File: config.mk
export PLATFORM = sky130hd
export DESIGN_NAME = switch_debouncer
export DESIGN_NICKNAME = d
export VERILOG_FILES = /design/src/rtl/switch_debouncer_pkg.sv /design/src/rtl/switch_debouncer_bit.sv /design/src/rtl/switch_debouncer.sv
export SDC_FILE = /design/constraint.sdc
export NUM_CORES = 1
export LEC_CHECK = 0
export CORE_UTILIZATION = 54
export DETAILED_ROUTE_END_ITERATION = 12
export HOLD_SLACK_MARGIN = 0.08
export PLACE_DENSITY = 0.82
export SLEW_MARGIN = 20
export SYNTH_ARGS = -nofsm -noshare
export SYNTH_HDL_FRONTEND = slang
export SYNTH_SLANG_ARGS = --single-unit
File: constraint.sdc
create_clock -name clk -period 1.88 [get_ports clk]
set_input_delay 0.282 -clock clk [delete_from_list [all_inputs] [get_ports clk]]
set_output_delay 0.282 -clock clk [all_outputs]
set_load 0.02 [all_outputs]
File: src/rtl/switch_debouncer_pkg.sv
// Board-level constants and helpers for the Nexys3 switch/button
// conditioning path.
//
// Contents:
//   CLK_HZ, NUM_SW, NUM_BTN, DEBOUNCE_MS  board constants
//   clog2_min1()                          counter width helper, never returns 0
package switch_debouncer_pkg;

    localparam int CLK_HZ      = 100_000_000;
    localparam int NUM_SW      = 8;
    localparam int NUM_BTN     = 5;
    localparam int DEBOUNCE_MS = 10;

    // A counter that only ever needs to hold 0 still needs one flop.
    function automatic int clog2_min1(input int value);
        return (value > 1) ? $clog2(value) : 1;
    endfunction

endpackage

File: src/rtl/switch_debouncer_bit.sv
// Single-bit debounce filter driven by the shared debounce tick.
//
// Optional feature macro: SWDB_REPEAT_EN (auto-repeat of the rise strobe
// while the debounced level stays high).
//
// Ports:
//   clk   in   system clock
//   rst   in   synchronous reset, active-high
//   tick  in   1-cycle debounce tick from the shared tick generator
//   din   in   synchronized input bit
//   level out  debounced level
//   rise  out  1-cycle strobe on 0->1 (and on repeats when enabled)
//   fall  out  1-cycle strobe on 1->0
module debounce_bit
    import switch_debouncer_pkg::*;
#(
    parameter int STABLE_TICKS = 10,
    parameter int REPEAT_TICKS = 250
) (
    input  logic clk,
    input  logic rst,
    input  logic tick,
    input  logic din,
    output logic level,
    output logic rise,
    output logic fall
);

    localparam int CW = clog2_min1(STABLE_TICKS + 1);

    logic [CW-1:0] r_cnt;
    logic          r_level;
    logic          r_rise;
    logic          r_fall;
    logic          w_differs;
    logic          w_qualify;
    logic          w_repeat;

    assign w_differs = (din != r_level);
    assign w_qualify = w_differs && tick && (r_cnt == CW'(STABLE_TICKS - 1));

`ifdef SWDB_REPEAT_EN
    localparam int RW = clog2_min1(REPEAT_TICKS);

    logic [RW-1:0] r_rep;

    // A falling qualification wins over a repeat landing on the same tick.
    assign w_repeat = r_level && tick && !w_qualify && (r_rep == RW'(REPEAT_TICKS - 1));

    always_ff @(posedge clk) begin
        if (rst || !r_level) begin
            r_rep <= '0;
        end else if (tick) begin
            r_rep <= (r_rep == RW'(REPEAT_TICKS - 1)) ? '0 : r_rep + 1'b1;
        end
    end
`else
    logic w_unused_repeat;

    assign w_repeat        = 1'b0;
    assign w_unused_repeat = (REPEAT_TICKS > 0);
`endif

    always_ff @(posedge clk) begin
        if (rst) begin
            r_cnt   <= '0;
            r_level <= 1'b0;
            r_rise  <= 1'b0;
            r_fall  <= 1'b0;
        end else begin
            r_rise <= (w_qualify && din) || w_repeat;
            r_fall <= w_qualify && !din;
            if (!w_differs) begin
                // Any bounce back to the current level restarts qualification.
                r_cnt <= '0;
            end else if (w_qualify) begin
                r_level <= din;
                r_cnt   <= '0;
            end else if (tick) begin
                r_cnt <= r_cnt + 1'b1;
            end
        end
    end

    assign level = r_level;
    assign rise  = r_rise;
    assign fall  = r_fall;

endmodule

File: src/rtl/switch_debouncer.sv
// Conditions raw Nexys3 switch/button pins: per bit a 2-flop synchronizer,
// a tick-based debounce filter, a clean level and 1-cycle rise/fall strobes.
//
// Optional feature macro: SWDB_REPEAT_EN (auto-repeat of rise_pulse while a
// bit stays debounced high, every REPEAT_TICKS ticks).
//
// Ports:
//   clk         in   system clock (100 MHz)
//   rst         in   synchronous reset, active-high
//   raw_in      in   WIDTH asynchronous pins
//   level_out   out  WIDTH debounced levels
//   rise_pulse  out  WIDTH 1-cycle 0->1 strobes
//   fall_pulse  out  WIDTH 1-cycle 1->0 strobes
//   any_change  out  OR of all strobes
module switch_debouncer
    import switch_debouncer_pkg::*;
#(
    parameter int WIDTH        = NUM_SW,
    parameter int TICK_DIV     = CLK_HZ / 1000,
    parameter int STABLE_TICKS = DEBOUNCE_MS,
    parameter int REPEAT_TICKS = 250
) (
    input  logic             clk,
    input  logic             rst,
    input  logic [WIDTH-1:0] raw_in,
    output logic [WIDTH-1:0] level_out,
    output logic [WIDTH-1:0] rise_pulse,
    output logic [WIDTH-1:0] fall_pulse,
    output logic             any_change
);

    localparam int TW = clog2_min1(TICK_DIV);

    logic [WIDTH-1:0] r_s1;
    logic [WIDTH-1:0] r_s2;
    logic [TW-1:0]    r_tick_cnt;
    logic             w_tick;
    logic [WIDTH-1:0] w_level;
    logic [WIDTH-1:0] w_rise;
    logic [WIDTH-1:0] w_fall;

    always_ff @(posedge clk) begin
        if (rst) begin
            r_s1 <= '0;
            r_s2 <= '0;
        end else begin
            r_s1 <= raw_in;
            r_s2 <= r_s1;
        end
    end

    // With TICK_DIV=1 the counter sits at 0 and the tick fires every cycle.
    assign w_tick = (r_tick_cnt == TW'(TICK_DIV - 1));

    always_ff @(posedge clk) begin
        if (rst || w_tick) begin
            r_tick_cnt <= '0;
        end else begin
            r_tick_cnt <= r_tick_cnt + 1'b1;
        end
    end

    for (genvar gi = 0; gi < WIDTH; gi++) begin : g_bit
        debounce_bit #(
            .STABLE_TICKS (STABLE_TICKS),
            .REPEAT_TICKS (REPEAT_TICKS)
        ) u_debounce_bit (
            .clk   (clk),
            .rst   (rst),
            .tick  (w_tick),
            .din   (r_s2[gi]),
            .level (w_level[gi]),
            .rise  (w_rise[gi]),
            .fall  (w_fall[gi])
        );
    end

    assign level_out  = w_level;
    assign rise_pulse = w_rise;
    assign fall_pulse = w_fall;
    // OR of registered strobes: changes in the same cycle as the strobes.
    assign any_change = |(w_rise | w_fall);

endmodule

==> flow_summary.json, run 1 <==
{
  "relSlewSlack_pct": 77.6,
  "synth_cell_type_count": 34,
  "initial_core_util_pct": 57.4,
  "num-fill-cells": 531,
  "fin_area_um2": 4690,
  "antenna_found_initial": 0,
  "finalMaxSlewViolations": 0,
  "ant_nets": 0,
  "synth-xor-area-share_pct": 4.40,
  "slowest_stage": "or4_1",
  "cp_top_family": "simple AND/OR/NAND/NOR gates",
  "setup_viol": 0,
  "startpoint": "r_tick_cnt[12]$_SDFF_PP0_",
  "hold_path.class": "flop to flop",
  "cts_tree": "done",
  "ioPinCount": 35,
  "ctsHoldBuffers": 0,
  "synth-compound-area-share_pct": 9.95,
  "cellLeakagePower_uw": 0.00168,
  "final_common_cell": "dfxtp_1",
  "overflow": 0,
  "syn_area_per_cell_um2": 9.08,
  "cts_sinks": 89,
  "worstSkewPairLatency_ns": 0.36,
  "vias": 3217,
  "drtPass1Iterations": 5,
  "grt_pass1_vias": 3080,
  "viasPerCell": 5.66,
  "portBuffers": 34,
  "grt_pass1_wl_um": 13800,
  "cts_buffer_depth": 2,
  "final_nets": 494,
  "cts_htree_levels": 3,
  "grt_max_degree": 25,
  "setup-tns-final_ns": 0,
  "ys_ff_latch": 89,
  "path_buf_inv": 1,
  "cp_max_fo": 10,
  "rsz0062_at_grt": "no",
  "die_h_um": 87.9,
  "synth_simple_gate_area_share_pct": 26.5,
  "cp-start-kind": "flop",
  "synthCells": 439,
  "worstSetupPathType": "flop to flop",
  "max_clock_freq_mhz": 563,
  "synth_seq_area_share_pct": 44.7,
  "reg2reg_to": "g_bit[2].u_debounce_bit.r_cnt[3]$_SDFFE_PP0N_",
  "dpl.hpwl_um": 5760,
  "min-delay-start": "r_s1[0]$_SDFF_PP0_",
  "worstPathArrival_ns": 2.05,
  "drive_above_1_share_pct": 11.2,
  "ir_worst_vdd_v": 0.000570,
  "synth_top_family_by_area": "simple AND/OR/NAND/NOR gates",
  "synth_warnings": 0,
  "required_ns": 2.15,
  "min_path_cells": 1,
  "rrSetupSlack_ns": 0.10,
  "skew_ns": 0.0116,
  "num_rows": 30,
  "dieArea_um2": 7730,
  "worstSetupPathDepth": 5,
  "placed_area_um2": 4380,
  "clockRootBuffer": "clkbuf_8",
  "powerDensity_nw_per_um2": 770,
  "wirelength_um": 8330,
  "synth_fp_nets": 466,
  "whs_ns": 0.441,
  "synthAdderAreaFrac_pct": 5.34,
  "layout_common_cells": "dfxtp_1 (87), a21oi_1 (43), clkdlybuf4s50_1 (33)",
  "core_region_area_um2": 6940,
  "place_congestion": 0.863,
  "r2r_cells": 5,
  "cp-endpoint": "g_bit[2].u_debounce_bit.r_cnt[3]$_SDFFE_PP0N_",
  "wl_per_cell_um": 14.7,
  "first_iter_violations": 127,
  "n_antenna_cell": 0,
  "grt_usage_pct": 23.0,
  "finalCritPeriodShare_pct": 94.6,
  "slowest_delay_ns": 0.50,
  "drc_errors": 0,
  "muxShareOfSynthArea_pct": 0,
  "cap_violations": 0,
  "cts_buffers": 9,
  "rr_startpoint": "r_tick_cnt[12]$_SDFF_PP0_",
  "syn_area_um2": 3990,
  "worst_slew_pin_slew_ns": 0.334,
  "status": "finished clean",
  "hold_viol": 0,
  "clk_pin_slew_ns": 0.09,
  "path_cells": "nor4b_4 > nand4_4 > buf_12 > or4_1 > o31ai_1",
  "finalCriticalPeriod_ns": 1.78,
  "die_x_um": 87.9,
  "layout-area-overhead-vs-synth_pct": 17.6,
  "end_kind": "flop"
}
layer usage:
layer / global-route usage [%] / routed length, µm
met1: 27.9 / 3590
met2: 40.2 / 4060
met3: 4.71 / 541
met4: 8.20 / 129
met5: 0 / 0
power breakdown:
part,total (µW),switching (µW),leakage (µW),internal [µW]
logic,96.1,43.8,0.000841,52.3
registers,1920,14.3,0.000722,1900
clock network,1590,697,0.000120,894
total,3610,755,0.00168,2850
cells by family after synthesis:
kind of cell,count (synthesis)
XOR/XNOR,20
buffers and inverters,66
AND/OR/NAND/NOR,177
adder cells (fa/ha/maj),17
AO/OA/AOI/OAI,70
flip-flops,89
synthesized netlist by cell type:
| library cell | n | area [µm²] |
|---|---|---|
| dfxtp_1 | 89 | 1780 |
| a21oi_1 | 43 | 215 |
| buf_4 | 26 | 195 |
| inv_1 | 26 | 97.6 |
| nand3_1 | 24 | 120 |
| nand4_1 | 21 | 131 |
| nand2_1 | 20 | 75.1 |
| ha_1 | 17 | 213 |
| or3_1 | 17 | 106 |
| nor2b_1 | 16 | 100 |
| nor2_1 | 15 | 56.3 |
| xor2_1 | 13 | 114 |
| and3_1 | 10 | 62.6 |
| and4_1 | 10 | 87.6 |
| nor3_1 | 10 | 50.1 |
| or4_1 | 10 | 75.1 |
| nand2b_1 | 9 | 56.3 |
| o21ai_0 | 9 | 45.0 |
| o31ai_1 | 9 | 67.6 |
| a21o_1 | 8 | 60.1 |
| xnor2_1 | 7 | 61.3 |
| buf_2 | 6 | 30.0 |
| clkbuf_1 | 6 | 22.5 |
| nor4_1 | 6 | 37.5 |
| nand4_2 | 2 | 25.0 |
| or2_2 | 2 | 12.5 |
| and4bb_1 | 1 | 12.5 |
| and4bb_2 | 1 | 12.5 |
| buf_6 | 1 | 11.3 |
| clkbuf_2 | 1 | 5.00 |
| nor2_2 | 1 | 6.26 |
| nor4b_4 | 1 | 23.8 |
| o311ai_0 | 1 | 8.76 |
| or2_1 | 1 | 6.26 |
state kept, by name, summed over array words and instances (netlist names):
signal	cells
g_bit.u_debounce_bit.rise	8
g_bit.u_debounce_bit.level	8
g_bit.u_debounce_bit.r_cnt	32
r_s2	8
r_tick_cnt	17
g_bit.u_debounce_bit.fall	8
r_s1	8
per-stage QoR:
| step | utilization (%) | setup slack, ns | std cells | power, µW |
|---|---|---|---|---|
| final | 67.5 | 0.102 | 568 | 3610 |
| after global placement | 63.0 | 0.106 | 550 | 2050 |
| after detailed placement | 63.0 | 0.0511 | 550 | 2060 |
| after floorplan | - | 0.142 | 439 | 2010 |
| after CTS | 66.7 | 0.0246 | 566 | 3620 |
| after global routing | 67.5 | 0.00560 | 568 | 3720 |
final cells by class:
cell class	instances	area, µm²	share of cell area [%]
Sequential cell	89	1780	38.1
Clock inverter	7	124	2.64
Multi-Input combinational cell	284	1870	39.9
Tap cell	96	120	2.56
Inverter	26	97.6	2.08
Timing Repair Buffer	57	567	12.1
Clock buffer	9	124	2.64
how the worst min path moves through the flow:
stage,to,slack [ns]
after floorplan,r_s1[0]$_SDFF_PP0_,0.41
final,r_s2[0]$_SDFF_PP0_,0.44
after global placement,r_s2[5]$_SDFF_PP0_,0.42
after CTS,r_s2[0]$_SDFF_PP0_,0.45
after detailed placement,r_s2[0]$_SDFF_PP0_,0.42
after global routing,r_s2[5]$_SDFF_PP0_,0.46
what timing repair did:
item | CTS | global route
setup endpoints to repair | 1 | 20
setup buffers | 0 | 1
endpoints found under the hold margin | 0 | 0
resized for setup | 2 | 8
cloned | 0 | 1
pin swaps | 0 | 1
worst reg2reg max path, stage by stage, from the launching register on:
cell and delay [ns]:
dfxtp_1 0.39, nor4b_4 0.39, nand4_4 0.16, buf_12 0.17, or4_1 0.50, o31ai_1 0.08
Power figures use the tool's default switching activity.
==> inputs of run 2 (changes only) <==
- ABC_AREA: unset -> 1
- CORE_ASPECT_RATIO: unset -> 1.75
==> run 2 against run 1 <==
Clock skew shrank 0.0040 ns. Maximum frequency grew 1.9%. Die area grew 13%. Largest cell class unchanged. First-iteration DRC count grew 80%. The run now ends with design-rule violations left. Routed wire length grew 13%. Design area grew 8.7%. Non-clock buffer count shrank 5. Register-to-register slack gained 0.12 ns.
==> flow_summary.json, run 2 <==
{
  "muxShareOfSynthArea_pct": 0,
  "cp_max_fo": 2,
  "pwr-share-seq_pct": 51.8,
  "drtPass1Iterations": 8,
  "clk_pin_slew_ns": 0.07,
  "cts_htree_levels": 3,
  "initial_core_util_pct": 56.1,
  "ir_worst_vdd_v": 0.000458,
  "dieArea_um2": 8710,
  "synth_cell_type_count": 30,
  "cts_tree": "done",
  "status": "finished with violations",
  "ctsHoldBuffers": 0,
  "ioPinCount": 35,
  "final_common_cell": "nand2_1",
  "cts_buffers": 9,
  "async_reset_ff_share_pct": 0,
  "first_iter_violations": 228,
  "startpoint": "g_bit[4].u_debounce_bit.fall$_SDFF_PP0_",
  "dpl.hpwl_um": 6900,
  "synth-xor-area-share_pct": 3.31,
  "synth_warnings": 0,
  "wirelength_um": 9380,
  "whs_ns": 0.401,
  "p_sw_uw": 842,
  "synth_fp_nets": 641,
  "cap_violations": 0,
  "antenna_found_initial": 0,
  "cp-endpoint": "any_change",
  "clockRootBuffer": "clkbuf_16",
  "cellLeakagePower_uw": 0.00215,
  "rr_startpoint": "r_tick_cnt[0]$_SDFF_PP0_",
  "worstSetupPathType": "flop to primary output",
  "synth_top_family_by_area": "simple AND/OR/NAND/NOR gates",
  "yosysTopAreaCellShare_pct": 39.6,
  "overflow": 0,
  "vias": 3823,
  "r2r_cells": 10,
  "rrSetupSlack_ns": 0.22,
  "core_region_area_um2": 8020,
  "grt_pass1_vias": 3717,
  "ant_nets": 0,
  "synthTopCellsByCount": "nand2_1 (126), inv_1 (90), dfxtp_1 (89), nor2_1 (79), nand3_1 (56)",
  "grt_pass1_wl_um": 16300,
  "cts_buffer_depth": 2,
  "worstPathArrival_ns": 1.46,
  "pwr-share-comb_pct": 2.5,
  "drive_above_1_share_pct": 9.38,
  "num_rows": 43,
  "viasPerCell": 5.24,
  "setup_viol": 0,
  "synth_seq_area_share_pct": 39.6,
  "die_h_um": 123,
  "p_clk_share_pct": 45.7,
  "powerDensity_nw_per_um2": 729,
  "relSlewSlack_pct": 78.6,
  "hold_viol": 0,
  "failed_checks": "design-rule violations",
  "synth-compound-area-share_pct": 2.67,
  "finalCritPeriodShare_pct": 92.8,
  "cts_sinks": 89,
  "ys_ff_latch": 89,
  "finalCriticalPeriod_ns": 1.74,
  "synth_edf_count": 0,
  "synthTopCellsByArea": "dfxtp_1 (40%), nand2_1 (11%), inv_1 (7.5%)",
  "syn_area_per_cell_um2": 7.32,
  "worstSkewPairLatency_ns": 0.34,
  "setup-tns-final_ns": 0,
  "largest_register_ffs": 32,
  "synthAdderAreaFrac_pct": 4.73,
  "synthCells": 614,
  "reg2reg_to": "g_bit[4].u_debounce_bit.r_cnt[3]$_SDFFE_PP0N_",
  "num-fill-cells": 661,
  "rsz0062_at_grt": "no",
  "end_kind": "primary output",
  "place_congestion": 0.895,
  "worst_slew_pin_slew_ns": 0.320,
  "die_x_um": 71.0,
  "grt_usage_pct": 23.8,
  "n_antenna_cell": 0,
  "wl_per_cell_um": 12.8,
  "p_sw_share_pct": 22.7,
  "portBuffers": 34,
  "final_nets": 662,
  "reg_top3": "g_bit.u_debounce_bit.r_cnt x32, r_tick_cnt x17",
  "cp-start-kind": "flop",
  "synth_simple_gate_area_share_pct": 35.0,
  "yosysMostFrequentCell": "nand2_1",
  "finalMaxSlewViolations": 0,
  "syn_area_um2": 4500,
  "layout_common_cells": "nand2_1 (126), inv_1 (90), dfxtp_1 (89)",
  "regMostFlops": "g_bit.u_debounce_bit.r_cnt",
  "drc_errors": 3,
  "yosys.area.top_type": "dfxtp_1",
  "intPower_uw": 2870,
  "required_ns": 1.60,
  "max_clock_freq_mhz": 573,
  "hold_path.class": "flop to flop",
  "synthFlopType": "dfxtp_1",
  "grt_max_degree": 28,
  "layout-area-overhead-vs-synth_pct": 13.2,
  "skew_ns": 0.00763
}
==> run 2: changes by cell type in the layout (fill, tap and decap cells not counted), sizes merged, moves of 17 or more <==
cell / before / now
a21oi: 43 / 22
inv: 28 / 96
nand2: 20 / 131
nand3: 24 / 60
nor2: 16 / 89
or3: 17 / 0
==> run 2: metal layers <==
layer / vias to the layer above / part of all wire, % / track usage, %
met3: 15 / 3.7 / 4.84
li1: 1959 / - / -
met4: 0 / 2.1 / 11.9
met2: 85 / 56 / 45.1
met5: - / 0 / 0
met1: 1764 / 38 / 24.2
==> run 2: cell families (layout without fill, tap and decap cells) <==
kind of cell | after synthesis | in the layout
xor gates and xnor gates | 17 | 17
AOI/OAI and AO/OA | 24 | 24
DFF | 89 | 89
and+or+nand+nor | 331 | 331
adders and majority gates | 17 | 17
buffers and inverters | 136 | 162
==> run 2: worst min-delay path by stage <==
stage	slack, ns	cells past startpoint	to	startpoint
global placement	0.39	2	r_s2[0]$_SDFF_PP0_	r_s1[0]$_SDFF_PP0_
finish	0.40	2	r_s2[0]$_SDFF_PP0_	r_s1[0]$_SDFF_PP0_
global route	0.42	2	r_s2[5]$_SDFF_PP0_	r_s1[5]$_SDFF_PP0_
floorplan	0.39	2	r_s2[0]$_SDFF_PP0_	r_s1[0]$_SDFF_PP0_
detailed placement	0.39	2	r_s2[0]$_SDFF_PP0_	r_s1[0]$_SDFF_PP0_
CTS	0.40	2	r_s2[0]$_SDFF_PP0_	r_s1[0]$_SDFF_PP0_
==> run 2: repair_timing <==
action | CTS | global route
pin swaps | 0 | 1
setup endpoints to repair | 1 | 14
gates resized for setup | 2 | 0
cloned | 0 | 0
buffers inserted | 0 | 4
==> run 2: final cells by class <==
| cell class | count | area (µm²) | area share (%) |
|---|---|---|---|
| Clock buffer | 9 | 225 | 4.42 |
| Clock inverter | 7 | 61.3 | 1.20 |
| Inverter | 94 | 363 | 7.13 |
| Multi-Input combinational cell | 389 | 2060 | 40.5 |
| Sequential cell | 89 | 1780 | 35.0 |
| Tap cell | 90 | 113 | 2.21 |
| Timing Repair Buffer | 52 | 487 | 9.56 |
==> run 2: power groups by stage <==
| stage | Clock, µW | Combinational (µW) | Sequential (µW) |
|---|---|---|---|
| finish | 1700 | 91.8 | 1920 |
| global route | 1820 | 103 | 1920 |
| CTS | 1730 | 92.7 | 1920 |
| detailed placement | 0 | 92.1 | 1970 |
| global placement | 0 | 89.1 | 1960 |
| floorplan | 0 | 53.4 | 1960 |
==> run 2: metrics by stage <==
stage          worst slack (ns)  utilization, %  power [µW]  instance area [µm²]  instances
3_5_place_dp              0.130            59.5        2060                 4770        710
6_report                  0.135            63.5        3710                 5090        730
2_1_floorplan             0.380               -        2010                 4500        614
3_3_place_gp              0.180            59.5        2050                 4770        710
5_1_grt                  0.0248            63.5        3840                 5090        730
4_1_cts                   0.104            63.1        3750                 5060        726
==> run 2: worst max-delay path, stage by stage (launching register included) <==
cell and delay (ns):
dfxtp_1 0.32, nor4_2 0.34, nand4_1 0.12, dlygate4sd2_1 0.33
